**src/rtl/bcd_step_counter.sv**
```systemverilog
// bcd_step_counter: multi-digit BCD up/down counter advanced by the rising
// edges of a slow step signal that is asynchronous to clk.
//
// Ports:
//   clk       system clock, all state on the rising edge
//   rstn      asynchronous active-low reset
//   step_in   asynchronous step signal; one count step per rising edge
//   en        step enable; steps seen while low are dropped
//   up        direction, 1 = increment, 0 = decrement
//   load      synchronous load strobe, wins over a coincident step
//   load_val  BCD load value, digit 0 in [3:0]; digits above 9 load as 0
//   count     registered BCD count, digit 0 in [3:0]
//   tc        registered one-cycle terminal-count pulse
//
// Build option: define BCD_STEP_SATURATE_EN to hold at all-9s / all-0s
// instead of wrapping; tc then pulses on every step blocked at the limit.
module bcd_step_counter #(
  parameter int unsigned DIGITS = 2
) (
  input  logic                  clk,
  input  logic                  rstn,
  input  logic                  step_in,
  input  logic                  en,
  input  logic                  up,
  input  logic                  load,
  input  logic [4*DIGITS-1:0]   load_val,
  output logic [4*DIGITS-1:0]   count,
  output logic                  tc
);

  localparam int unsigned W = 4 * DIGITS;

  logic         s1, s2, s3;
  logic         step_c;
  logic [W-1:0] next_c;
  logic [W-1:0] load_clean_c;
  logic         at_limit_c;
  logic         all_nine_c;
  logic         all_zero_c;
  logic         carry_c;
  logic [3:0]   dig_c;
  logic [3:0]   ndig_c;
  logic [3:0]   ldig_c;

  // Two-flop synchronizer plus history flop for rising-edge detection
  always_ff @(posedge clk or negedge rstn) begin
    if (!rstn) begin
      s1 <= 1'b0;
      s2 <= 1'b0;
      s3 <= 1'b0;
    end else begin
      s1 <= step_in;
      s2 <= s1;
      s3 <= s2;
    end
  end

  assign step_c = s2 & ~s3;

  // Ripple BCD increment/decrement, limit detection and load sanitising
  always_comb begin
    next_c       = '0;
    load_clean_c = '0;
    all_nine_c   = 1'b1;
    all_zero_c   = 1'b1;
    carry_c      = 1'b1;
    dig_c        = 4'd0;
    ndig_c       = 4'd0;
    ldig_c       = 4'd0;
    for (int unsigned i = 0; i < DIGITS; i++) begin
      dig_c  = count[4*i +: 4];
      ndig_c = dig_c;
      if (dig_c != 4'd9) all_nine_c = 1'b0;
      if (dig_c != 4'd0) all_zero_c = 1'b0;
      // carry_c doubles as the borrow when counting down
      if (carry_c) begin
        if (up) begin
          if (dig_c == 4'd9) begin
            ndig_c = 4'd0;
          end else begin
            ndig_c  = dig_c + 4'd1;
            carry_c = 1'b0;
          end
        end else begin
          if (dig_c == 4'd0) begin
            ndig_c = 4'd9;
          end else begin
            ndig_c  = dig_c - 4'd1;
            carry_c = 1'b0;
          end
        end
      end
      next_c[4*i +: 4] = ndig_c;

      ldig_c = load_val[4*i +: 4];
      load_clean_c[4*i +: 4] = (ldig_c > 4'd9) ? 4'd0 : ldig_c;
    end
    at_limit_c = up ? all_nine_c : all_zero_c;
  end

  // Count register: load beats step; tc is cleared unless a limit event occurs
  always_ff @(posedge clk or negedge rstn) begin
    if (!rstn) begin
      count <= '0;
      tc    <= 1'b0;
    end else begin
      tc <= 1'b0;
      if (load) begin
        count <= load_clean_c;
      end else if (step_c && en) begin
`ifdef BCD_STEP_SATURATE_EN
        if (at_limit_c) begin
          tc <= 1'b1;
        end else begin
          count <= next_c;
        end
`else
        count <= next_c;
        tc    <= at_limit_c;
`endif
      end
    end
  end

endmodule
```
**config.mk**
```make
export PLATFORM = sky130hd
export DESIGN_NAME = bcd_step_counter
export DESIGN_NICKNAME = d
export VERILOG_FILES = /design/src/rtl/bcd_step_counter.sv
export SDC_FILE = /design/constraint.sdc
export NUM_CORES = 1
export LEC_CHECK = 0
export ABC_AREA = 1
export CAP_MARGIN = 15
export CORE_ASPECT_RATIO = 0.8
export CORE_MARGIN = 5
export CORE_UTILIZATION = 25
export CTS_BUF_LIST = sky130_fd_sc_hd__clkbuf_16
export DETAILED_ROUTE_END_ITERATION = 8
export PLACE_DENSITY_LB_ADDON = 0.1
export SLEW_MARGIN = 20
export SYNTH_ARGS = -nofsm -noshare
export SYNTH_HDL_FRONTEND = slang
export SYNTH_SLANG_ARGS = --single-unit
```
**constraint.sdc**
```tcl
create_clock -name clk -period 1.61 [get_ports clk]
set_clock_uncertainty 0.1 [all_clocks]
set_input_delay 0.161 -clock clk [delete_from_list [all_inputs] [get_ports clk]]
set_output_delay 0.161 -clock clk [all_outputs]
set_load 0.1 [all_outputs]
```
# ---- Word level (Yosys, flattened, before mapping)
# Cells that the tools add are included.
dict set report word_totals {
  regBits 12
  input_bits 14
  output_inout_bits 9
}
dict set report op_classes {
  n_addsub 4
  n_lt_le_gt_ge 2
  eq_ne 4
  mux 21
  n_bitwise 2
  reduce_logical 8
}
# op count
set ops {}
lappend ops {{$mux W4} 9}
lappend ops {{$mux W8} 2}
lappend ops {{$mux W1} 10}
lappend ops {{$add A4 B1 Y4 const B} 2}
lappend ops {{$eq A4 B4 Y1 const B} 2}
lappend ops {{$gt A4 B4 Y1 const B} 2}
lappend ops {{$logic_not A4 Y1} 2}
lappend ops {{$ne A4 B4 Y1 const B} 2}
lappend ops {{$reduce_bool A4 Y1} 2}
lappend ops {{$sub A4 B1 Y4 const B} 2}
lappend ops {{$reduce_bool A2 Y1} 2}
lappend ops {{$reduce_and A2 Y1} 1}
lappend ops {{$and A1 B1 Y1} 1}
lappend ops {{$logic_and A1 B1 Y1} 1}
lappend ops {{$not A1 Y1} 1}

# ---- Logic depth before layout (Yosys ltp)
dict set report logic_depth {
  depth_word 6
  mapped_depth 10
  ltp_nobuf 10
}

# ---- Worst setup path after synthesis
# No wires, ideal clock.
dict set report synth_path {
  kind {register -> register}
  start {reg count[0]}
  end {reg count[7]}
  setup_ns 0.120
  arrival_time_ns 1.780
  path_slack_ns -0.390
  path_stages_with_launch 10
  n_path_buf 0
  period_less_slack_ns 2.000
  cell_sequence {dfrtp_1 > inv_1 > nor2_1 > nand2_2 > nor2_2 > nor2_2 > nor2_4 > inv_2 > nand2_1 > nand2_1}
}
dict set report synth_between {
  elab_chain_len 5
}
# item line_no
set synth_rtl {}
lappend synth_rtl {{start, declared} 27} ;# output logic [4*DIGITS-1:0] count,
lappend synth_rtl {{start signal, assigned} 109} ;# count <= load_clean_c;
lappend synth_rtl {{start signal, assigned} 118} ;# count <= next_c;
lappend synth_rtl {{$eq A4 B4 Y1 / $logic_not A4 Y1 (equally long branches)} {78, 85}}
lappend synth_rtl {{$mux W1, on equally long branches} {78, 85}}
lappend synth_rtl {{$mux W1 *} 77} ;# if (up) begin
lappend synth_rtl {{$reduce_bool A2 Y1 (no source line) *} -}
lappend synth_rtl {{$reduce_and A2 Y1 (no source line) *} -}
# Mark *: on every way between the ends. The rest lies on a longest branch, timed or not.
# A chain may end at the register's enable or synchronous reset.

# ---- Final worst setup path
dict set report layout_path {
  start {reg count[0]}
  end {reg count[2]}
}
dict set report layout_between {
  elab_chain_len 5
}
# item line_no
set layout_rtl {}
lappend layout_rtl {{$sub A4 B1 Y4, or another cell as far along} 88} ;# ndig_c = dig_c - 4'd1;
lappend layout_rtl {{$mux W4, on equally long branches} {85, 78}}
lappend layout_rtl {{$mux W4 *} 77}
lappend layout_rtl {{$mux W8 *} 110} ;# end else if (step_c && en) begin
lappend layout_rtl {{$mux W8 *} 108} ;# if (load) begin
# Mark *: on every way between the ends. The rest lies on a longest branch, timed or not. The select of a mux whose other input is x is not followed.

==> impl_metrics.csv <==
group,metric,value,unit
sta,finalSetupViolCount,0,
power,p_switching,0.0007589,W
route,vias_per_cell,4.575,
floorplanning,die_area,4777,µm²
clock_tree,cts_hold_buffers,0,
clock_tree,postCtsSetupBuffers,0,
status,run_status,"complete, no violations",
critical_path,crit_top_cell,"nand2_1",
critical_path,crit_required,1670,ps
power,vdd_drop_max,515.8,µV
clock_tree,cts_resized,0,
sta,tns,0,ps
sta,fin_crit_sh,0.9077,
clock_tree,cts_made_buffers,3,
placement,post-place-ws,-12.95,ps
power,p_clk_frac,0.267,
critical_path,critPathMaxFanout,4,
floorplanning,pin_count,23,
critical_path,critPathSlowestCell,"dfrtp_4",
placement,placed_area,1284,µm²
clock_tree,clock_latency,240,ps
final_layout,nNetsFinal,185,
route,drc,0,
floorplanning,die_w,76.04,µm
synthesis,syn_area_per_cell,6.229,µm²
sta,setup_slack,148.5,ps
floorplanning,start_util,0.2565,
synthesis,synth_cell_types,21,
grt,grt_max_degree,13,
floorplanning,core,3400,µm²
synthesis,ys_ff_latch,12,
grt,track_usage,0.1034,
sta,slew_headroom,0.7562,
power,p_leak,0.6611,nW
route,drt_iter0_markers,107,
sta,hold_viol,0,
power,power.internal,0.0009747,W
clock_tree,max-clock-path-buffers,2,
power,swShare,0.4377,
grt,grt.overflow.total,0,
synthesis,netlist_area,872.1,µm²
placement,numPortBuffers,22,
final_layout,area.growth.synth_to_final,56.24,%
critical_path,path_class,"reg2reg",
route,routedWlPerCell,11.31,µm
grt,antenna_found_initial,0,
floorplanning,die_h,62.83,µm
sta,slew_violations,0,
final_layout,design_area,1363,µm²
worst_hold_path,hp-class,"in2async",
placement,dp_hpwl,1919,µm
critical_path,path_cells,"inv_1 > nand2_1 > nand2_1 > nand2_1 > o21ai_0 > nand2_1 > a21oi_1",
route,drt-total-wl,2398,µm
final_layout,drive_above_1_share,0.2000,
synthesis,synth-warning-count,0,
final_layout,num-fill-cells,340,
job,max-cap-violations,0,
power,p_per_area,1272,nW/µm²
clock_tree,cts_max_level,1,
clock_tree,clock_sinks,12,
grt,grt_pass1_wl,3939,µm
synthesis,yosysSeqAreaShare,0.3443,
route,vias,970,
critical_path,cp-end-kind,"flop",
sta,rsz0062_at_grt,"false",
sta,final.min_clock_period,1461,ps
placement,place.gp.congestion,0.8340,
synthesis,synth_nets,154,
clock_tree,cts_tree,"yes",
sta,fmax,0.6842,GHz
critical_path,cp.arrival,1520,ps
route,drtPass1Iterations,4,
route,detail-route-antenna-nets,0,
power,p_comb_frac,0.473,
power,power_frac_seq,0.260,
critical_path,cp-start-kind,"flop",
floorplanning,rows,19,
clock_tree,clk_pin_slew_worst_paths,50,ps
critical_path,cp_slowest_stage_delay,500,ps
final_layout,num_antenna_cells,0,
grt,grt_pass1_vias,835,
clock_tree,root_buffer,"clkbuf_16",
sta,worstMarginPinSlew,361.9,ps
synthesis,syn_inst,140,
==> through the flow <==
step           instances  utilization  power [W]  hold WS, ps
6_report             212       0.4008   0.001734        121.6
5_1_grt              212       0.4008   0.001839        139.0
4_1_cts              212       0.4008   0.001754        128.5
3_5_place_dp         208       0.3776   0.001280        251.2
3_3_place_gp         208       0.3776   0.001278        239.5
2_1_floorplan        140            -  0.0009628       -234.6
==> cells in the mapped netlist <==
library cell	n	area share
nand2_2	1	0.0072
nor4_1	1	0.0072
a21oi_1	2	0.011
a31oi_1	1	0.0072
o21ai_0	6	0.034
nand3_1	20	0.11
nor2_2	2	0.014
buf_4	1	0.0086
o21ai_1	1	0.0057
nor2_1	12	0.052
o211ai_1	1	0.0086
inv_1	15	0.065
dfrtp_1	12	0.34
nand4_1	3	0.022
inv_2	2	0.0086
o21a_1	1	0.0086
clkbuf_1	1	0.0043
nand3_2	1	0.011
nand2_1	53	0.23
nor3_1	2	0.011
nor2_4	2	0.026
==> power by group through the flow <==
stage	sequential, W	combinational, W	clock [W]
6_report	0.000451	0.000820	0.000462
5_1_grt	0.000462	0.000880	0.000497
4_1_cts	0.000452	0.000825	0.000477
3_5_place_dp	0.000457	0.000823	0
3_3_place_gp	0.000456	0.000821	0
2_1_floorplan	0.000697	0.000266	0
==> cell families after synthesis <==
| family | Yosys count | synth area share |
|---|---|---|
| AOI/OAI and AO/OA | 12 | 0.07605 |
| DFF | 12 | 0.3443 |
| and+or+nand+nor | 97 | 0.4936 |
| buffers and inverters | 19 | 0.08608 |
==> state kept, by name, summed over array words and instances, names as in the netlist <==
signal  count
count       8
s1          1
s2          1
s3          1
tc          1
==> path summary, 6_finish.rpt <==
check / start / to / slack [ps] / cells past startpoint
min reg2reg: s1 / s2 / 260 / 0
min in group clk: step_in / s1 / 260 / 1
max in group asynchronous: rstn / count[0] / 1110 / 2
min: rstn / s1 / 120 / 2
max reg2reg: count[0] / count[2] / 150 / 7
max: count[0] / count[2] / 150 / 7
==> metal layers <==
metal  track usage  wire (µm)
met1        0.1482       1169
met2        0.1400       1038
met3       0.02161        131
met4       0.06000         59
met5             0          0
==> placed cells by master (no fill, tap or decap), drive strengths merged <==
master         netlist  final
nand3               21     21
nor3                 2      2
nand2               54     54
nor4                 1      1
clkbuf               1      3
clkdlybuf4s50        0     13
o21a                 1      1
a21oi                2      2
dfrtp               12     12
buf                  1     15
inv                 17     17
nand4                3      3
o21ai                7      7
a31oi                1      1
clkinv               0      1
o211ai               1      1
nor2                16     16
==> area by class of cell <==
class	count	area [µm²]	area share
clock buffer	3	75.07	0.05510
clock inverter	1	3.754	0.002755
inverter	17	63.81	0.04683
multi-input combinational	109	496.7	0.3646
sequential	12	315.3	0.2314
tap	42	52.55	0.03857
timing repair buffer	28	355.3	0.2608
==> worst max-delay path: cells and delay by family (launching register included) <==
kind,cells,cell delay [ps]
AO/OA/AOI/OAI,2,330
buffers and inverters,1,130
AND/OR/NAND/NOR,4,330
flip-flops,1,500
No activity file was read; power rests on OpenSTA's default activity.
